`src/rtl/pi_nib_pkg.sv`:
```
// pi_nib_pkg
//   Shared types and constants for the Raspberry Pi nibble-bus bridge.
//   - state_t     : bridge FSM states
//   - CMD_DIR_BIT : command nibble bit selecting write (1) or read (0)
//   - CMD_IDX_MSB : top bit of the register index field in the command
//   - nibbles()   : number of 4-bit nibbles in a data word
package pi_nib_pkg;

   typedef enum logic [2:0] {
      IDLE,
      WDATA,
      RLOAD,
      RDATA,
      DONE
   } state_t;

   localparam int CMD_DIR_BIT = 3;
   localparam int CMD_IDX_MSB = 2;

   function automatic int nibbles(input int data_w);
      return data_w / 4;
   endfunction

endpackage

```
`src/rtl/sync_edge.sv`:
```
// sync_edge
//   Two-flop synchroniser for one asynchronous input, with an optional
//   rising-edge detector built from a third flop.
//   Ports:
//     clk   in  system clock
//     rst_n in  asynchronous active-low reset
//     d     in  asynchronous input
//     q     out synchronised level
//     rise  out one-cycle pulse on a synchronised 0->1 transition
//               (tied low when RISE_DET = 0)
module sync_edge #(
   parameter bit RISE_DET = 1'b0
) (
   input  logic clk,
   input  logic rst_n,
   input  logic d,
   output logic q,
   output logic rise
);

   logic meta_reg;
   logic sync_reg;

   always_ff @(posedge clk or negedge rst_n) begin
      if (!rst_n) begin
         meta_reg <= 1'b0;
         sync_reg <= 1'b0;
      end else begin
         meta_reg <= d;
         sync_reg <= meta_reg;
      end
   end

   assign q = sync_reg;

   generate
      if (RISE_DET) begin : g_rise
         logic prev_reg;

         always_ff @(posedge clk or negedge rst_n) begin
            if (!rst_n) prev_reg <= 1'b0;
            else        prev_reg <= sync_reg;
         end

         assign rise = sync_reg & ~prev_reg;
      end else begin : g_no_rise
         assign rise = 1'b0;
      end
   endgenerate

endmodule

```
`src/rtl/pi_nibble_bridge.sv`:
```
// pi_nibble_bridge
//   Bridge between the Pi nibble bus and the card register file. The first
//   nibble after r_nibrst is a command (bit3 = write, bits2:0 = index);
//   data words then move MSB nibble first on each Pi clock rise.
//   Ports:
//     clk, rst_n          system clock, async active-low reset
//     r_clk, r_nibrst     Pi strobe and transfer reset (asynchronous)
//     r_nib_in            Pi nibble bus input
//     r_nib_out, r_nib_oe nibble presented to the Pi and its tristate enable
//     wr_strb/idx/data    one-cycle write pulse with held index and word
//     rd_idx, rd_data     register index being read and its host value
//     busy, err           FSM not idle; sticky out-of-range index flag
module pi_nibble_bridge
   import pi_nib_pkg::*;
#(
   parameter int DATA_W   = 8,
   parameter int NUM_REGS = 4
) (
   input  logic              clk,
   input  logic              rst_n,
   input  logic              r_clk,
   input  logic              r_nibrst,
   input  logic [3:0]        r_nib_in,
   output logic [3:0]        r_nib_out,
   output logic              r_nib_oe,
   output logic              wr_strb,
   output logic [2:0]        wr_idx,
   output logic [DATA_W-1:0] wr_data,
   output logic [2:0]        rd_idx,
   input  logic [DATA_W-1:0] rd_data,
   output logic              busy,
   output logic              err
);

   localparam int NIBS  = nibbles(DATA_W);
   localparam int CNT_W = $clog2(NIBS) + 1;
   localparam logic [CNT_W-1:0] WR_LAST    = CNT_W'(NIBS - 1);
   // A single-nibble word never enters RDATA, so the value is irrelevant there.
   localparam logic [CNT_W-1:0] RD_LAST    = CNT_W'((NIBS > 1) ? NIBS - 2 : 0);
   localparam logic [3:0]       NUM_REGS_L = 4'(NUM_REGS);

   // ---------------- synchronisers ----------------
   logic       clk_rise;
   logic       nibrst_sync;
   logic [3:0] nib_sync;
   logic       r_clk_level_unused;
   logic       nibrst_rise_unused;
   logic [3:0] nib_rise_unused;

   sync_edge #(.RISE_DET(1'b1)) u_sync_clk (
      .clk(clk), .rst_n(rst_n), .d(r_clk),
      .q(r_clk_level_unused), .rise(clk_rise)
   );

   sync_edge #(.RISE_DET(1'b0)) u_sync_nibrst (
      .clk(clk), .rst_n(rst_n), .d(r_nibrst),
      .q(nibrst_sync), .rise(nibrst_rise_unused)
   );

   // Same depth as the r_clk path, so the nibble is aligned with clk_rise.
   generate
      for (genvar gi = 0; gi < 4; gi++) begin : g_nib_sync
         sync_edge #(.RISE_DET(1'b0)) u_sync_nib (
            .clk(clk), .rst_n(rst_n), .d(r_nib_in[gi]),
            .q(nib_sync[gi]), .rise(nib_rise_unused[gi])
         );
      end
   endgenerate

   // ---------------- state ----------------
   state_t            state_reg,   state_next;
   logic [DATA_W-1:0] shift_reg,   shift_next;
   logic [CNT_W-1:0]  cnt_reg,     cnt_next;
   logic [2:0]        cmd_idx_reg, cmd_idx_next;
   logic              dir_wr_reg,  dir_wr_next;
   logic [2:0]        rd_idx_reg,  rd_idx_next;
   logic [2:0]        wr_idx_reg,  wr_idx_next;
   logic [DATA_W-1:0] wr_data_reg, wr_data_next;
   logic              wr_strb_reg, wr_strb_next;
   logic              err_reg,     err_next;

   logic [DATA_W-1:0] shift_in;
   logic              idx_bad;

   assign shift_in = (shift_reg << 4) | DATA_W'(nib_sync);
   assign idx_bad  = ({1'b0, cmd_idx_reg} >= NUM_REGS_L);

   always_ff @(posedge clk or negedge rst_n) begin
      if (!rst_n) begin
         state_reg   <= IDLE;
         shift_reg   <= '0;
         cnt_reg     <= '0;
         cmd_idx_reg <= '0;
         dir_wr_reg  <= 1'b0;
         rd_idx_reg  <= '0;
         wr_idx_reg  <= '0;
         wr_data_reg <= '0;
         wr_strb_reg <= 1'b0;
         err_reg     <= 1'b0;
      end else begin
         state_reg   <= state_next;
         shift_reg   <= shift_next;
         cnt_reg     <= cnt_next;
         cmd_idx_reg <= cmd_idx_next;
         dir_wr_reg  <= dir_wr_next;
         rd_idx_reg  <= rd_idx_next;
         wr_idx_reg  <= wr_idx_next;
         wr_data_reg <= wr_data_next;
         wr_strb_reg <= wr_strb_next;
         err_reg     <= err_next;
      end
   end

   always_comb begin
      state_next   = state_reg;
      shift_next   = shift_reg;
      cnt_next     = cnt_reg;
      cmd_idx_next = cmd_idx_reg;
      dir_wr_next  = dir_wr_reg;
      rd_idx_next  = rd_idx_reg;
      wr_idx_next  = wr_idx_reg;
      wr_data_next = wr_data_reg;
      wr_strb_next = 1'b0;
      err_next     = err_reg;

      // Transfer reset dominates: any clk_rise in the same cycle is dropped.
      if (nibrst_sync) begin
         state_next = IDLE;
         shift_next = '0;
         cnt_next   = '0;
         err_next   = 1'b0;
      end else begin
         case (state_reg)
            IDLE: begin
               if (clk_rise) begin
                  cmd_idx_next = nib_sync[CMD_IDX_MSB:0];
                  dir_wr_next  = nib_sync[CMD_DIR_BIT];
                  cnt_next     = '0;
                  if ({1'b0, nib_sync[CMD_IDX_MSB:0]} >= NUM_REGS_L) err_next = 1'b1;
                  if (nib_sync[CMD_DIR_BIT]) begin
                     state_next = WDATA;
                  end else begin
                     rd_idx_next = nib_sync[CMD_IDX_MSB:0];
                     state_next  = RLOAD;
                  end
               end
            end
            WDATA: begin
               if (clk_rise) begin
                  shift_next = shift_in;
                  cnt_next   = cnt_reg + 1'b1;
                  if (cnt_reg == WR_LAST) begin
                     state_next = DONE;
                     if (!idx_bad) begin
                        wr_strb_next = 1'b1;
                        wr_idx_next  = cmd_idx_reg;
                        wr_data_next = shift_in;
                     end
                  end
               end
            end
            RLOAD: begin
               shift_next = idx_bad ? '0 : rd_data;
               cnt_next   = '0;
               state_next = (NIBS == 1) ? DONE : RDATA;
            end
            RDATA: begin
               if (clk_rise) begin
                  shift_next = shift_reg << 4;
                  cnt_next   = cnt_reg + 1'b1;
                  if (cnt_reg == RD_LAST) state_next = DONE;
               end
            end
            DONE: begin
               // hold until r_nibrst
            end
            default: state_next = IDLE;
         endcase
      end
   end

   assign r_nib_out = shift_reg[DATA_W-1 -: 4];
   assign r_nib_oe  = (state_reg == RDATA) || ((state_reg == DONE) && !dir_wr_reg);
   assign wr_strb   = wr_strb_reg;
   assign wr_idx    = wr_idx_reg;
   assign wr_data   = wr_data_reg;
   assign rd_idx    = rd_idx_reg;
   assign busy      = (state_reg != IDLE);
   assign err       = err_reg;

endmodule

```
`config.mk`:
```
export PLATFORM = sky130hd
export DESIGN_NAME = pi_nibble_bridge
export DESIGN_NICKNAME = d
export VERILOG_FILES = /design/src/rtl/pi_nib_pkg.sv /design/src/rtl/sync_edge.sv /design/src/rtl/pi_nibble_bridge.sv
export SDC_FILE = /design/constraint.sdc
export NUM_CORES = 1
export LEC_CHECK = 0
export BUFFER_PORTS_ARGS = -buffer_cell sky130_fd_sc_hd__buf_2
export CORE_UTILIZATION = 50
export CTS_BUF_LIST = sky130_fd_sc_hd__clkbuf_4
export DETAILED_ROUTE_END_ITERATION = 8
export PLACE_DENSITY = 0.77
export SLEW_MARGIN = 20
export SYNTH_ARGS = -nofsm -noshare
export SYNTH_HDL_FRONTEND = slang
export SYNTH_SLANG_ARGS = --single-unit
```
`constraint.sdc`:
```
create_clock -name clk -period 1.7 [get_ports clk]
set_input_delay 0.34 -clock clk [delete_from_list [all_inputs] [get_ports clk]]
set_output_delay 0.34 -clock clk [all_outputs]
set_load 0.01 [all_outputs]
```
==> results by group <==
Final layout
  – Multi-input gate area: between 600 and 700 µm²
  – Finished Core Util: 69.10%
  – Sequential cell area: ~1200 µm²
  – Layout cells sized above 1: between 40% and 50%
  – Final net count: around 210
  – Area delta synth->final: 28.79%
  – Finished Layout Cells: between 200 and 250
  – Most frequent cells in the layout: dfrtp_1, buf_2, buf_4
  – Inserted Diodes: 0
  – Final Instance Area: about 2400 µm²
  – Fill count: around 250
  – Most common cell after layout, fill and taps aside: dfrtp_1

Clock network
  – Hold_buf cts: 0
  – Worst-path clk slew: around 130 ps
  – CTS H-tree lvls: 2
  – CTS root buf: clkbuf_4
  – Total CTS buffers: 5
  – CTS tree: done
  – Clock Tree Buf Depth: 2
  – CTS sink count: 46
  – Worst skew pair latency: 350 ps

Yosys
  – Seq/Total Area, Yosys: 62.33%
  – Synthesized area per cell: around 14 µm²
  – Yosys warns: 0
  – Post-Syn Area: between 1500 and 2000 µm²
  – Synth Instances: about 130
  – Seq cells post-synth: 46
  – Syn_nets: about 150
  – Synth cell types: 31

Critical path
  – R2R setup slack: -30 ps
  – WS Path Type: reg -> out
  – Crit path max-delay family: flip-flops
  – CP max-delay cell: dfrtp_1
  – R2r endpoint: rd_idx[1]
  – CP Launch Point: state_reg[2]
  – Worst path required time: ~1400 ps
  – Worst Setup Start Kind: flip-flop
  – CP Capture Type: output port
  – R2r worst-path depth: 4
  – RR Startpoint: state_reg[2]
  – Slowest stage delay, CP: between 400 and 500 ps
  – Crit path cell chain: buf_6 > or2b_4 > o21ai_2 > buf_2
  – CP Buf/Inv Count: 2
  – Crit path DAT: 1410 ps
  – Worst-path maximum fanout: 4

Power and ir drop
  – LEAKAGE: around 0.0012 µW
  – Sequential power share: a little under three fifths
  – Pwr dens: 929.8 nW/µm²
  – Switching Power: approximately 520 µW
  – Logic gate share of total power: about 15%
  – Internal power: between 1500 and 2000 µW
  – Clk pwr share: 29.4%
  – VDD IR-drop max: 0.0005990 V
  – Switching Fraction: 23.73%

GRT
  – Initial antenna violation count: 0
  – Gr ovfl total: 0
  – Total track usage: approximately 20%
  – Vias in the first global route: approximately 1300
  – First-pass GRT wire length: 5989 µm
  – Largest net degree at the start of global routing: 47

Floorplan
  – I/O pin count: 38
  – Die W: roughly 63 µm
  – Core box area: around 3400 µm²
  – Die area: 3941 µm²
  – Initial Util: 53.65%
  – Die Height: ~63 µm
  – # rows: 21

Timing
  – Relative slew slack: a little over three fifths
  – Final worst-path cycle share: 102.7%
  – Final Hold Viols: 0
  – Clock Skew: about 19 ps
  – Fin crit period: about 1700 ps
  – Setup violators final: 6
  – Fin worst setup slack: -45.50 ps
  – Slew @ Worst Pin: approximately 560 ps
  – Max Clk Rate: 572.9 MHz
  – Setup total negative slack: -165.6 ps
  – Unrepaired setup endpoints after global routing: true
  – Max-slew violations: 0

Placement
  – Final Wtd Congestion: around 0.84
  – Pre-CTS WS: approximately 14 ps
  – Post-DP Area: approximately 2200 µm²
  – DP Cell Count: between 200 and 250
  – Port Buffers: 37
  – Hpwl dp: 2534 µm

Route
  – WL final: approximately 3600 µm
  – Detailed-route vias per instance: about 5.2
  – WL/cell: 14.83 µm
  – Post-route DRC: 0
  – 1st-iter DRT viols: 71
  – Antenna viol nets, final: 0
  – Router iterations before antenna repair: 4
  – Vias after detailed routing: approximately 1300

Outcome
  – Status: complete, but fails checks
  – Violated checks: setup timing

Hold path
  – Worst Hold Class: in -> async

Flow run
  – # Max-Cap Violations: 0
==> cell families after synthesis <==
logic type,after synthesis,synth area share (%)
flops,46,62.33
simple gates,31,10.23
mux,24,15.04
compound gates,21,8.402
buf+inv,9,2.642
fa+ha+maj,2,1.355
==> routing by layer <==
metal / up-vias / part of all wire [%] / track usage, %
met1: 626 / 43 / 25.68
met4: 0 / 1.0 / 6.977
met3: 4 / 4.4 / 4.380
met5: - / 0 / 0
met2: 41 / 52 / 33.83
li1: 598 / - / -
==> Yosys cell counts <==
| cell type | number | area [µm²] |
|---|---|---|
| inv_1 | 4 | 15.01 |
| a22oi_1 | 4 | 30.03 |
| or2b_1 | 1 | 7.510 |
| or2b_4 | 1 | 11.26 |
| or3_2 | 1 | 7.510 |
| mux2_4 | 4 | 60.06 |
| a21boi_0 | 1 | 7.510 |
| clkbuf_1 | 2 | 7.510 |
| dfrtp_1 | 46 | 1151 |
| or4b_1 | 1 | 10.01 |
| mux2_1 | 3 | 33.78 |
| nor3_1 | 2 | 10.01 |
| nand2b_1 | 1 | 6.260 |
| buf_4 | 2 | 15.01 |
| o2bb2ai_1 | 8 | 70.07 |
| buf_6 | 1 | 11.26 |
| nor2_1 | 10 | 37.54 |
| nor4_2 | 1 | 12.51 |
| nand2_1 | 3 | 11.26 |
| nor2_4 | 2 | 22.52 |
| a211oi_1 | 1 | 7.510 |
| nor4_1 | 1 | 6.260 |
| nand3b_1 | 2 | 15.01 |
| nor2b_1 | 5 | 31.28 |
| a211o_1 | 1 | 8.760 |
| mux2_2 | 11 | 123.9 |
| mux2i_1 | 6 | 60.06 |
| o21ai_0 | 2 | 10.01 |
| ha_1 | 2 | 25.02 |
| a21oi_1 | 3 | 15.01 |
| a31oi_1 | 1 | 6.260 |
==> power by group through the flow <==
stage	Combinational, µW	Clock (µW)	Sequential, µW
final	339	651	1220
after global routing	372	724	1230
after CTS	304	678	1220
after detailed placement	292	0	1240
after global placement	278	0	1240
after floorplan	147	0	1240
==> per-stage QoR <==
stage	hold slack, ps	power [µW]
after floorplan	44.41	1391
after global placement	336.2	1516
after detailed placement	344.4	1531
after CTS	60.96	2202
after global routing	60.00	2325
final	47.39	2212
==> layout make-up <==
cell class / instances / area share [%]
Timing Repair Buffer: 61 / 16.57
Clock inverter: 2 / 1.578
Multi-Input combinational cell: 78 / 28.51
Inverter: 4 / 0.6312
Sequential cell: 46 / 48.40
Clock buffer: 6 / 1.894
Tap cell: 46 / 2.420
==> what timing repair did <==
action,4_1_cts,5_1_grt
setup buffers,4,4
cloned,0,1
pin swaps,1,2
endpoints found under the setup margin,2,20
gates resized for setup,5,12
==> how the worst max path moves through the flow <==
stage / endpoint / depth (start not counted)
after floorplan: rd_idx[0] / 6
after global placement: cmd_idx_reg[0] / 4
after detailed placement: dir_wr_reg / 4
after CTS: r_nib_oe / 4
after global routing: r_nib_oe / 4
final: r_nib_oe / 4
(Power assumes the default switching activity.)
